===== src/rtl/branch_resolver.sv =====
// Execute-stage branch resolver: evaluates branches/jumps, drives fetch redirects,
// and defers mispredict redirects until the delay slot has issued. Optional counters: BRANCH_STAT_EN.
package branch_pkg;
   typedef struct packed {
      logic        valid;
      logic        mispredict;
      logic        taken;
      logic [31:0] target;
      logic [31:0] pc;
   } branch_resolved_t;
endpackage

// state   | meaning
// S_IDLE  | no branch pending; accepts new branches
// S_WAIT  | mispredict latched, waiting for its delay slot to enter execute
module branch_resolver
   import branch_pkg::*;
#(
   parameter int OP_W = 4
) (
   input  logic                  clk,
   input  logic                  rst_n,
   input  logic                  flush,
   input  logic                  stall,
   input  logic                  br_valid,
   input  logic [OP_W-1:0]       br_op,
   input  logic [31:0]           br_pc,
   input  logic [25:0]           br_imm,
   input  logic [31:0]           rs_data,
   input  logic [31:0]           rt_data,
   input  logic                  pred_taken,
   input  logic [31:0]           pred_target,
   input  logic                  ds_valid,
   output branch_resolved_t      resolved_branch,
   output logic [31:0]           link_addr,
   output logic                  busy
`ifdef BRANCH_STAT_EN
   ,
   output logic [31:0]           stat_branches,
   output logic [31:0]           stat_mispredicts
`endif
);

   localparam logic [OP_W-1:0] OP_BEQ    = OP_W'(0);
   localparam logic [OP_W-1:0] OP_BNE    = OP_W'(1);
   localparam logic [OP_W-1:0] OP_BLEZ   = OP_W'(2);
   localparam logic [OP_W-1:0] OP_BGTZ   = OP_W'(3);
   localparam logic [OP_W-1:0] OP_BLTZ   = OP_W'(4);
   localparam logic [OP_W-1:0] OP_BGEZ   = OP_W'(5);
   localparam logic [OP_W-1:0] OP_BLTZAL = OP_W'(6);
   localparam logic [OP_W-1:0] OP_BGEZAL = OP_W'(7);
   localparam logic [OP_W-1:0] OP_J      = OP_W'(8);
   localparam logic [OP_W-1:0] OP_JAL    = OP_W'(9);
   localparam logic [OP_W-1:0] OP_JR     = OP_W'(10);
   localparam logic [OP_W-1:0] OP_JALR   = OP_W'(11);

   typedef enum logic {S_IDLE, S_WAIT} state_t;

   state_t           state_q, state_d;
   branch_resolved_t res_q, res_d;
   branch_resolved_t pend_q, pend_d;
   logic [31:0]      link_q, link_d;
   logic [31:0]      pend_link_q, pend_link_d;

   logic             legal, taken, mispredict, accept;
   logic [31:0]      target, pc_plus4, br_tgt, j_tgt;
   branch_resolved_t cur;

   assign pc_plus4 = br_pc + 32'd4;
   assign br_tgt   = pc_plus4 + {{14{br_imm[15]}}, br_imm[15:0], 2'b00};
   assign j_tgt    = {pc_plus4[31:28], br_imm, 2'b00};

   always_comb begin
      legal  = 1'b1;
      taken  = 1'b0;
      target = br_tgt;
      case (br_op)
         OP_BEQ:               taken = (rs_data == rt_data);
         OP_BNE:               taken = (rs_data != rt_data);
         OP_BLEZ:              taken = ($signed(rs_data) <= 0);
         OP_BGTZ:              taken = ($signed(rs_data) > 0);
         OP_BLTZ, OP_BLTZAL:   taken = rs_data[31];
         OP_BGEZ, OP_BGEZAL:   taken = ~rs_data[31];
         OP_J, OP_JAL: begin
            taken  = 1'b1;
            target = j_tgt;
         end
         OP_JR, OP_JALR: begin
            taken  = 1'b1;
            target = rs_data;
         end
         default:              legal = 1'b0;
      endcase
   end

   // Target is compared only when taken; a not-taken branch is judged on direction alone.
   assign mispredict = (taken != pred_taken) | (taken & (target != pred_target));
   assign accept     = br_valid & ~stall & ~flush & (state_q == S_IDLE) & legal;

   always_comb begin
      cur            = '0;
      cur.valid      = 1'b1;
      cur.mispredict = mispredict;
      cur.taken      = taken;
      cur.target     = target;
      cur.pc         = br_pc;
   end

   always_comb begin
      state_d     = state_q;
      res_d       = res_q;
      res_d.valid = 1'b0;
      link_d      = link_q;
      pend_d      = pend_q;
      pend_link_d = pend_link_q;
      case (state_q)
         S_IDLE: begin
            if (accept) begin
               if (!mispredict || ds_valid) begin
                  res_d  = cur;
                  link_d = br_pc + 32'd8;
               end else begin
                  pend_d      = cur;
                  pend_link_d = br_pc + 32'd8;
                  state_d     = S_WAIT;
               end
            end
         end
         S_WAIT: begin
            if (flush) begin
               state_d = S_IDLE;
            end else if (ds_valid && !stall) begin
               res_d   = pend_q;
               link_d  = pend_link_q;
               state_d = S_IDLE;
            end
         end
         default: state_d = S_IDLE;
      endcase
   end

   always_ff @(posedge clk or negedge rst_n) begin
      if (!rst_n) begin
         state_q     <= S_IDLE;
         res_q       <= '0;
         link_q      <= '0;
         pend_q      <= '0;
         pend_link_q <= '0;
      end else begin
         state_q     <= state_d;
         res_q       <= res_d;
         link_q      <= link_d;
         pend_q      <= pend_d;
         pend_link_q <= pend_link_d;
      end
   end

   assign resolved_branch = res_q;
   assign link_addr       = link_q;
   assign busy            = (state_q == S_WAIT);

`ifdef BRANCH_STAT_EN
   logic [31:0] stat_br_q, stat_mp_q;

   always_ff @(posedge clk or negedge rst_n) begin
      if (!rst_n) begin
         stat_br_q <= '0;
         stat_mp_q <= '0;
      end else if (res_d.valid) begin
         stat_br_q <= stat_br_q + 32'd1;
         if (res_d.mispredict) stat_mp_q <= stat_mp_q + 32'd1;
      end
   end

   assign stat_branches    = stat_br_q;
   assign stat_mispredicts = stat_mp_q;
`endif

endmodule

===== config.mk =====
export PLATFORM = sky130hd
export DESIGN_NAME = branch_resolver
export DESIGN_NICKNAME = d
export VERILOG_FILES = /design/src/rtl/branch_resolver.sv
export SDC_FILE = /design/constraint.sdc
export NUM_CORES = 1
export LEC_CHECK = 0
export BUFFER_PORTS_ARGS = -buffer_cell sky130_fd_sc_hd__buf_2
export CORE_MARGIN = 2
export CORE_UTILIZATION = 25
export DETAILED_ROUTE_END_ITERATION = 8
export PLACE_DENSITY = 0.45
export SLEW_MARGIN = 25
export SYNTH_ARGS = -nofsm -noshare
export SYNTH_HDL_FRONTEND = slang
export SYNTH_SLANG_ARGS = --single-unit
export TNS_END_PERCENT = 100

===== constraint.sdc =====
create_clock -name clk -period 5 [get_ports clk]
set_clock_uncertainty 0.15 [all_clocks]
set_input_delay 0.75 -clock clk [delete_from_list [all_inputs] [get_ports clk]]
set_output_delay 0.75 -clock clk [all_outputs]
set_load 0.01 [all_outputs]

==> results of run 1 <==
==> power breakdown <==
group	switching (mW)	internal [mW]	leakage (nW)	total, mW
Clock	0.750	0.745	0.296	1.49
Sequential	0.274	2.05	2.38	2.32
Combinational	1.12	1.25	7.22	2.37
==> kinds of logic (layout without fill, tap and decap cells) <==
logic type / after synthesis / count (layout) / synth area share [%]
multiplexers: 187 / 187 / 14.30
flip-flops: 196 / 196 / 34.68
AND/OR/NAND/NOR: 501 / 501 / 19.15
other: 0 / 2 / 0
adder cells (fa/ha/maj): 36 / 36 / 3.238
XOR/XNOR: 121 / 121 / 7.494
AO/OA/AOI/OAI: 290 / 290 / 16.08
buffers and inverters: 150 / 742 / 5.052
==> layer usage <==
layer	GRT usage [%]	up-vias
li1	-	6615
met1	29.49	7166
met2	36.65	402
met3	3.241	62
met4	5.664	2
met5	0	-
==> per-stage QoR <==
step           TNS (ns)  std cells  hold WS [ns]
2_1_floorplan    -48.24       1481        0.2851
3_3_place_gp    -263.99       2739        0.3050
3_5_place_dp    -264.07       2739        0.3036
4_1_cts          -83.04       2814      0.005073
5_1_grt         -133.52       2830       0.04575
6_report         -96.36       2831       0.01815
==> final timing paths <==
check                      startpoint             endpoint  slack (ns)  cells past startpoint
setup / recovery             br_pc[5]         link_addr[5]       -0.60                     26
hold / removal                  rst_n  resolved_branch[42]        0.02                      1
setup reg to reg                 busy      pend_link_q[29]        2.01                      8
hold reg to reg            pend_q[66]           pend_q[66]        0.34                      1
max in group asynchronous       rst_n  resolved_branch[29]        3.56                      2
min in group clk           pend_q[66]           pend_q[66]        0.34                      1
==> worst max-delay path, cell delays in order <==
cell       delay (ns)
buf_2            0.11
buf_4            0.17
and3_1           0.21
nand3_2          0.18
nand2b_4         0.22
buf_4            0.14
nor2_1           0.16
xor2_1           0.12
ha_1             0.40
buf_4            0.15
nand4_1          0.11
or2_4            0.30
a2111oi_4        0.26
buf_4            0.19
nor2_4           0.06
a2111oi_4        0.32
or3b_4           0.18
nand4_1          0.18
nor4b_4          0.46
nand4b_4         0.19
buf_6            0.16
a2bb2oi_4        0.14
buf_12           0.13
buf_12           0.12
buf_12           0.11
mux2_4           0.29
==> state kept, by name (all words and copies together), names as in the netlist <==
register and cells:
pend_link_q 29, resolved_branch 67, busy 1, link_addr 32, pend_q 67
==> area by class of cell <==
| class | instances | area [sq um] | area share (%) |
|---|---|---|---|
| inverters | 45 | 171.4 | 0.8193 |
| well taps | 756 | 945.9 | 4.521 |
| repair buffers | 666 | 4964 | 23.72 |
| clock buffers | 20 | 466.7 | 2.231 |
| multi-input cells | 1135 | 9330 | 44.60 |
| clock inverters | 11 | 132.6 | 0.6339 |
| flip-flops and latches | 196 | 4906 | 23.45 |
| diodes | 2 | 5.005 | 0.02392 |
==> repair_timing <==
action                                 in CTS  in global routing
pin swaps                                  13                 11
gates cloned                               12                  3
setup buffers                              34                 22
endpoints found under the hold margin       0                  0
gates resized for setup                   123                 72
setup endpoints to repair                 196                196
hold buffers                                0                  0
==> cells in the final DEF, fill, tap and decap left out, drive strengths merged, types with 14 or more instances in the layout <==
cell	count
and3	17
inv	51
nor2	90
ha	35
a21oi	44
xor2	44
nand4	41
dfrtp	196
nand3	46
nand2b	14
mux2i	67
nor3	31
xnor2	77
nand2	106
a221o	64
o21ai	48
and2	68
clkbuf	24
o21a	14
nor4	24
mux2	120
buf	662
==> summary by stage, run 1 <==
Clocking
Clock-pin slew was measured on the worst setup and hold paths at 0.08 ns. The TritonCTS buffer count is 17. Counting along the longest clock path gives a buffer depth of 2. The buffer type at the clock tree root is clkbuf_16. TritonCTS built the clock tree. The number of H-tree levels is 4. The clock insertion delay at the later pin of the skew report is 0.51 ns.

The clock net in this run drives a total of 196 sinks.

Yosys
Counting flops with an async set or reset pin after synthesis yields a share of 100.0%. The most numerous cell in the Yosys netlist is dfrtp_1. After synthesis the cells add up to 14140 sq um. The number of nets in the synthesized netlist is 1682. After synthesis, the netlist uses 90 different library cells. The commonest cells after synthesis are dfrtp_1, mux2_2, nand2_1, nor2_1, xnor2_1.

In this run, synthesis produced a sequential element count of 196. dfrtp_1 takes more of the synthesized area than any other cell. For this run, the number of Yosys warnings is 0.

The cell count after synthesis is 1481. By area the synthesized netlist is led by dfrtp_1, mux2_2, xnor2_1. The average cell area after synthesis is 9.549 sq um.

Among all flip-flop cells after synthesis, the most frequent one is dfrtp_1. The number of enable flip-flop cells after synthesis is 0. The area share of the leading cell type in the synthesized netlist is 34.68%. Of the synthesized area, sequential elements account for 34.68%.

Cells and area
The post-route standard cell area excluding fillers is 20920 sq um. In the final design database the tool counted 2262 nets. Fill cells in the final layout number 5839.

Measured on the finished design, the core utilization comes to 37.25%. The proportion of layout cells with a drive suffix above 1 is 43.66%. The area growth from synthesis to final layout is 47.93%.

Timing
In this run the tightest slew margin relative to its limit is 44.09%. Setup violations remaining at the end of the flow were counted as 196. The number of endpoints with negative hold slack in the final report is 0. Once routing completed, OpenROAD measured the worst setup slack at -0.5972 ns. Static timing analysis puts the maximum clock frequency at 178.7 MHz. The final critical path takes up 111.9% of the cycle. The total count of max-transition violations in the final report is 0. At the pin with the least slew margin, the transition time is 0.8369 ns. After layout, the minimum clock period comes to 5.597 ns. Setup repair after global routing could not meet its margin everywhere.

Drt
The total via count after detailed routing is 14247. Wire segments on met3 add up to 2679 um in the final route. The initial detailed-routing violation count is 989. The routed design has 65090 um of wire. After detailed routing, the number of remaining DRC violations is 0. Dividing the detail-routed wire length by the instance count gives 22.99 um.

Summed over all nets, wire length on met2 after detailed routing comes to 31150 um. Before antenna repair, the detailed router went through 6 iterations. The routed metal-1 wirelength is 30080 um.

The residual antenna-violating net count after detailed routing is 0. After detailed routing, the number of vias per cell comes to 5.032. Signal routing reaches up to met5.

Placed design
At the placement stage, the worst setup path has a slack of -1.427 ns. Input and output buffers added on the ports amount to 264. At the end of routability-driven placement, the weighted congestion stood at 0.9249. Summing all placed instances gives a cell area of 18860 sq um.

The final HPWL from detailed placement is 50220 um.

Hold path
The type of the tightest min-delay check is primary input to async pin.

Setup path
The critical path startpoint category is a primary input. Data on the critical path arrives at its endpoint at 5.84 ns. The maximum net fanout on the critical path is 8. By startpoint and endpoint, the worst setup path is classified as primary input to register.

The worst setup path is captured at a register. The required arrival time at the worst endpoint is 5.24 ns.

Floorplanning
The I/O pin count is 265. The number of placement rows is 87. The region available for standard cell placement spans 56170 sq um. The die extent in y is 241.8 um.

The overall die width is 241.8 um. The initial standard-cell utilization of the core is 25.18%. The die covers 58490 sq um.

Global routing
The first global-routing pass estimated 95500 um of wire. Global routing used 21.89% of the available tracks across all layers. The number of antenna violations at the first check in global routing is 7. Summed over all layers, the global routing overflow is 0. The maximum number of pins on one net before global-route repair is 124. The number of global-route vias before repair is 14394.

Status
The flow ran to the end, but the final reports show violations. The final reports fail on negative setup slack.

Power
Overall power consumption after layout is estimated at 6.190 mW. In this run the power density over the cells is 295.9 nW/um^2. The static leakage is 9.898 nW. The worst vdd rail ir drop is 0.2815 mV.

Flow run
The count of maximum capacitance violations is 0.
Power figures use the tool's default switching activity.
==> inputs of run 2 (changes only) <==
- RECOVER_POWER: default -> 25
==> summary by stage, run 2 (same netlist as run 1, synthesis figures left out) <==
Floorplanning
The overall die width is 241.8 um (unchanged). The number of placement rows came to 87 (unchanged). The area inside the core boundary is 56170 sq um (unchanged). The floorplan die area was 58490 sq um (unchanged). The I/O pin count is 265 (unchanged). The die extent in y is 241.8 um (unchanged). The initial standard-cell utilization of the core is 25.18% (unchanged).

Clocking
The TritonCTS buffer count is 17 (unchanged). The clock insertion delay at the later pin of the skew report is 0.51 ns (about the same). The clock-pin slew on the worst setup and hold paths came to 0.08 ns (about the same).

The TritonCTS clock tree is done. The count of clock tree sinks is 196 (unchanged). The root buffer cell chosen for the clock tree is clkbuf_16.

The count of hold buffers inserted by post-cts repair is 0 (unchanged). The number of H-tree levels is 4 (unchanged). The clock tree buffer depth came to 2 (unchanged).

Global routing
The number of antenna violations at the first check in global routing is 7 (unchanged). The maximum number of pins on one net before global-route repair is 124 (unchanged). The overall overflow remaining after global route is 0 (unchanged). The wire length of the first global-routing pass is 95500 um (unchanged). The routing usage on met3 is 3.241% (unchanged). The met2 usage is 36.65% (unchanged).

The met1 track utilization from global routing is 29.49% (unchanged). The number of global-route vias before repair came to 14394 (unchanged). The most used routing layer is met2. The total routing resource utilization after global routing is 21.89% (unchanged).

Timing
The shortest clock period the worst path allows after layout is 5.601 ns (+0.003795 ns). The number of setup violations in the final report is 196 (unchanged). The total count of max-transition violations in the final report is 201 (+201).

The post-route setup TNS is -96.94 ns (-0.5832 ns). The number of endpoints with negative hold slack in the final report was 0 (unchanged). Setup repair after global routing could not meet its margin everywhere. The post-route clock period utilization is 112.0% (about the same). The transition time at the pin with the least slew margin came to 2.687 ns (+1.851 ns). The worst slew margin relative to its limit is -79.16% (-120 points). The maximum achievable frequency is 178.5 MHz (about the same). The worst setup margin was -0.6010 ns (-0.003795 ns). The worst hold-check slack is 0.3445 ns (+0.3264 ns).

Drt
The wire length reported by the detailed router is 65060 um (about the same). The average routed wire per standard cell is 22.98 um (about the same). The number of design rule violations left after detail routing is 0 (unchanged). The number of iterations in the first detailed-routing pass is 6 (unchanged). The total via count after detailed routing came to 14250 (+0.021%). The detailed-route vias per instance is 5.034 (about the same). The residual antenna-violating net count after detailed routing is 0 (unchanged). The initial detailed-routing violation count is 989 (unchanged).

Setup path
The worst register-to-register path ends at pend_link_q[29]. The maximum net fanout on the critical path is 8 (unchanged). The critical path's largest stage delay is 0.46 ns (about the same).

The standard cell with the maximum stage delay on the critical path is nor4b_4. The most numerous cell type found on the critical path is buf_4. The total buffers and inverters traversed by the critical path is 9 (unchanged).

The worst register-to-register path begins at busy. The required arrival time at the worst endpoint is 5.24 ns (about the same). The flop-to-flop setup slack is 2.01 ns (about the same). The data arrival time of the critical path is 5.85 ns (about the same). The worst setup path is captured at a register. The cell family contributing the most delay on the critical path is simple AND/OR/NAND/NOR gates.

The depth of the worst register-to-register path is 8 (unchanged). STA classifies the critical path startpoint as a primary input. By startpoint and endpoint, the worst setup path is classified as primary input to register.

Placed design
The final estimated routing congestion in global placement was 0.9249 (unchanged). The quantity of I/O buffers inserted on ports came to 264 (unchanged). The post-placement cell area is 18860 sq um (unchanged). The number of instances in the placed design is 2739 (unchanged). The post-placement setup slack is -1.427 ns (unchanged). The final HPWL from detailed placement came to 50220 um (unchanged).

Status
The flow ran to the end, but the final reports show violations. The checks that failed: max-capacitance violations, max-slew violations, negative setup slack.

Power
The worst vdd rail ir drop is 0.2812 mV (-0.12%). The static leakage came to 9.884 nW (-0.15%). The total power divided by cell area is 296.2 nW/um^2 (+0.10%).

Cells and area
The final-stage net count is 2262 (unchanged). From synthesis to final layout, the design area changed by 47.75%. The proportion of layout cells with a drive suffix above 1 came to 43.56% (-0.096 points). The most common library cell in the layout ignoring fill and taps is buf_4. The post-route standard cell area excluding fillers is 20900 sq um (-0.13%). In the layout the commonest cells are buf_4, buf_2, dfrtp_1. The number of non-filler instances in the completed layout is 2831 (unchanged).

Flow run
The count of maximum capacitance violations is 3 (+3).

Hold path
In this run the worst hold path is classified as register to register. Counting instances, the worst hold path has a depth of 1. The worst hold path begins at pend_q[66]. For hold timing, the worst endpoint is pend_q[66].
==> run 2: cell types whose count changed in the layout (fill, tap and decap cells not counted), sizes merged <==
cell    before  now
buf        662  660
clkbuf      24   26
==> run 2: report_power, final <==
part	internal, mW	total, mW	leakage [nW]	switching [mW]
Sequential	2.05	2.32	2.38	0.274
Combinational	1.25	2.37	7.21	1.12
Clock	0.745	1.50	0.296	0.750
==> run 2: how the worst max path moves through the flow <==
stage                        start       endpoint  slack, ns  depth (start not counted)
after global placement    br_pc[4]     pend_q[57]      -1.41                         24
after detailed placement  br_pc[3]     pend_q[24]      -1.43                         24
final                     br_pc[5]   link_addr[5]      -0.60                         26
after floorplan           br_pc[3]   link_addr[0]      -0.35                         21
after CTS                 br_pc[3]  link_addr[26]      -0.50                         25
after global routing      br_pc[3]   link_addr[5]      -0.78                         28
==> run 2: area by class of cell <==
cell class | instances | area, sq um
fill | 5839 | 35270
clock buffer | 20 | 466.7
sequential | 196 | 4906
timing repair buffer | 666 | 4937
clock inverter | 11 | 132.6
antenna | 2 | 5.005
multi-input combinational | 1135 | 9330
inverter | 45 | 171.4
tap | 756 | 945.9
==> run 2: timing repair <==
item                       4_1_cts  5_1_grt
cloned                          12        3
pin swaps                       13       11
setup endpoints to repair      196      196
resized for setup              123       72
buffers inserted                34       22
==> run 2: metal layers <==
| layer | vias up | routed length [um] |
|---|---|---|
| met5 | - | 13 |
| met3 | 66 | 2645 |
| li1 | 6614 | - |
| met4 | 2 | 1177 |
| met1 | 7167 | 30110 |
| met2 | 401 | 31120 |
==> run 2: worst reg2reg max path, stage by stage (launching register included) <==
cell	delay (ns)
dfrtp_2	0.53
nor4b_1	0.77
nand2_1	0.26
nor2_1	0.26
nand3_4	0.13
buf_12	0.18
buf_12	0.14
buf_16	0.15
mux2_4	0.30
==> run 2: stage by stage <==
stage / power, mW / utilization, %
5_1_grt: 6.500 / 37.20
3_5_place_dp: 4.503 / 33.59
6_report: 6.189 / 37.20
2_1_floorplan: 3.421 / -
4_1_cts: 6.193 / 36.64
3_3_place_gp: 4.464 / 33.59
==> inputs of run 3 (changes only) <==
- CELL_PAD_IN_SITES_DETAIL_PLACEMENT: default -> 1
- CELL_PAD_IN_SITES_GLOBAL_PLACEMENT: default -> 1
- PLACE_DENSITY: 0.45 -> 0.55
==> summary by stage, run 3 (same netlist as run 1, synthesis figures left out) <==
Status
The run finished, with violations left. The final reports fail on max-capacitance violations, max-slew violations, negative setup slack.

Timing
The transition time at the pin with the least slew margin is 1.704 ns (-0.9831 ns). The worst slew margin relative to its limit was -13.62% (+66 points). The number of setup violations in the final report is 196 (unchanged). The maximum achievable frequency is 181.8 MHz (+1.8%). The number of endpoints with negative hold slack in the final report is 0 (unchanged).

The shortest clock period the worst path allows after layout is 5.500 ns (-0.1010 ns). The post-route clock period utilization is 110.0% (-2.0 points). The worst setup margin is -0.5000 ns (+0.1010 ns).

The total count of max-transition violations in the final report is 115 (-43%). Setup repair after global routing could not meet its margin everywhere.

Clocking
The clock tree buffer depth is 2 (unchanged). The clock-pin slew on the worst setup and hold paths was 0.07 ns (about the same). The number of H-tree levels is 4 (unchanged).

The clock insertion delay at the later pin of the skew report is 0.48 ns (-0.03 ns). The TritonCTS clock tree is done. The cell sitting at the root of the clock tree is a clkbuf_16. The TritonCTS buffer count came to 17 (unchanged).

The count of clock tree sinks is 196 (unchanged).

Setup path
The maximum net fanout on the critical path is 8 (unchanged). The total buffers and inverters traversed by the critical path is 10 (+1). The critical path's largest stage delay came to 1.04 ns (+0.58 ns). The depth of the worst register-to-register path is 8 (unchanged). The standard cell with the maximum stage delay on the critical path is a2111oi_0.

The type of the setup path with the least slack is primary input to register. The data arrival time of the critical path is 5.71 ns (-0.14 ns). The most numerous cell type found on the critical path is buf_4. Grouping stages by cell kind, the critical path spends the most delay in compound AO/OA/AOI/OAI gates. The critical path startpoint category is a primary input.

The worst setup path is captured at a register. The required arrival time at the worst endpoint is 5.21 ns (-0.03 ns). The total number of cells along the worst setup path was 25 (-3.8%).

Drt
The initial detailed-routing violation count is 980 (-0.91%). The residual antenna-violating net count after detailed routing is 0 (unchanged). The average routed wire per standard cell is 24.51 um (+6.6%). The wire length reported by the detailed router is 69990 um (+7.6%). The number of iterations in the first detailed-routing pass is 6 (unchanged).

The detailed-route vias per instance is 5.103 (+1.4%). The total via count after detailed routing came to 14573 (+2.3%). The number of design rule violations left after detail routing is 0 (unchanged).

Cells and area
The top cell types in the final layout, fill and taps aside, are buf_4, buf_2, dfrtp_1. The number of non-filler instances in the completed layout is 2856 (+0.88%). The area growth from synthesis to final layout is 49.73%.

The most common library cell in the layout ignoring fill and taps is buf_4. The proportion of layout cells with a drive suffix above 1 came to 44.97% (+1.4 points). The final-stage net count is 2287 (+1.1%). The final core utilization is 37.70% (+0.50 points). The number of filler instances in the final layout is 6490 (+11%).

Placed design
The post-placement setup slack is -1.430 ns (-0.002690 ns). The final estimated routing congestion in global placement is 0.9455 (+2.2%). The final HPWL from detailed placement is 54240 um (+8.0%).

The number of instances in the placed design was 2766 (+0.99%). The quantity of I/O buffers inserted on ports was 264 (unchanged).

Global routing
The overall overflow remaining after global route is 0 (unchanged). The maximum number of pins on one net before global-route repair is 115 (-7.3%). The number of antenna violations at the first check in global routing came to 4 (-3). The number of global-route vias before repair is 15353 (+6.7%). The wire length of the first global-routing pass is 101200 um (+6.0%). The total routing resource utilization after global routing was 23.24% (+1.3 points).

Power
The total power after layout is 6.211 mW (+0.36%). The worst vdd rail ir drop is 0.2812 mV (about the same). The static leakage is 9.925 nW (+0.42%). The total power divided by cell area is 293.3 nW/um^2 (-0.97%).

Flow run
The count of maximum capacitance violations is 1 (-2).

Floorplanning
The area inside the core boundary came to 56170 sq um (unchanged). The overall die width is 241.8 um (unchanged). The initial standard-cell utilization of the core is 25.18% (unchanged).

The die extent in y is 241.8 um (unchanged). The floorplan die area came to 58490 sq um (unchanged). The I/O pin count is 265 (unchanged). The number of placement rows is 87 (unchanged).

Hold path
The hold-critical path depth was 1 (unchanged). The type of the tightest min-delay check is register to register.
-- run 3: cell count changes in the layout (fill, tap and decap cells not counted), sizes merged --
cell | previous run | this run
dlygate4sd3 | 0 | 1
clkbuf | 26 | 35
inv | 51 | 50
diode | 2 | 1
clkinvlp | 0 | 1
buf | 660 | 676
-- run 3: report_power, final --
| group | total [mW] | switching (mW) | internal (mW) |
|---|---|---|---|
| Clock | 1.42 | 0.679 | 0.737 |
| Combinational | 2.45 | 1.19 | 1.27 |
| Sequential | 2.34 | 0.294 | 2.05 |
| Total | 6.21 | 2.16 | 4.05 |
-- run 3: path summary, 6_finish.rpt --
kind | from | endpoint | slack [ns]
max | br_pc[3] | resolved_branch[28] | -0.50
min | pend_q[65] | pend_q[65] | 0.33
max reg2reg | busy | pend_q[6] | 2.08
min reg2reg | pend_q[65] | pend_q[65] | 0.33
max in group asynchronous | rst_n | busy | 1.10
min in group asynchronous | rst_n | resolved_branch[27] | 1.04
-- run 3: through the flow --
stage               hold WS [ns]  area [sq um]  setup TNS [ns]
floorplan                 0.2851         14480          -48.24
detailed placement        0.3063         19090         -267.37
global route              0.3430         21180         -112.03
CTS                       0.3288         20690          -82.87
global placement          0.2993         19090         -270.98
finish                    0.3323         21180          -79.94
-- run 3: layer usage --
metal | track usage (%) | up-vias | wire length [um]
met4 | 7.317 | 4 | 1746
li1 | - | 6662 | -
met2 | 37.40 | 370 | 32450
met1 | 32.12 | 7465 | 32690
met3 | 3.285 | 72 | 3083
met5 | 0 | - | 23
-- run 3: area by class of cell --
type | count | area (sq um) | area share [%]
Timing Repair Buffer | 691 | 5162 | 24.38
Tap cell | 756 | 945.9 | 4.467
Sequential cell | 196 | 4906 | 23.17
Antenna cell | 1 | 2.502 | 0.01182
Inverter | 45 | 171.4 | 0.8095
Clock inverter | 11 | 115.1 | 0.5436
Multi-Input combinational cell | 1135 | 9402 | 44.40
Clock buffer | 21 | 470.5 | 2.222
-- run 3: timing repair --
| item | 4_1_cts | 5_1_grt |
|---|---|---|
| gates cloned | 9 | 9 |
| gates resized for setup | 136 | 59 |
| setup buffers | 29 | 15 |
| pin swaps | 18 | 58 |
| hold buffers | 1 | 0 |
| endpoints found under the setup margin | 196 | 196 |
| endpoints found under the hold margin | 25 | 0 |
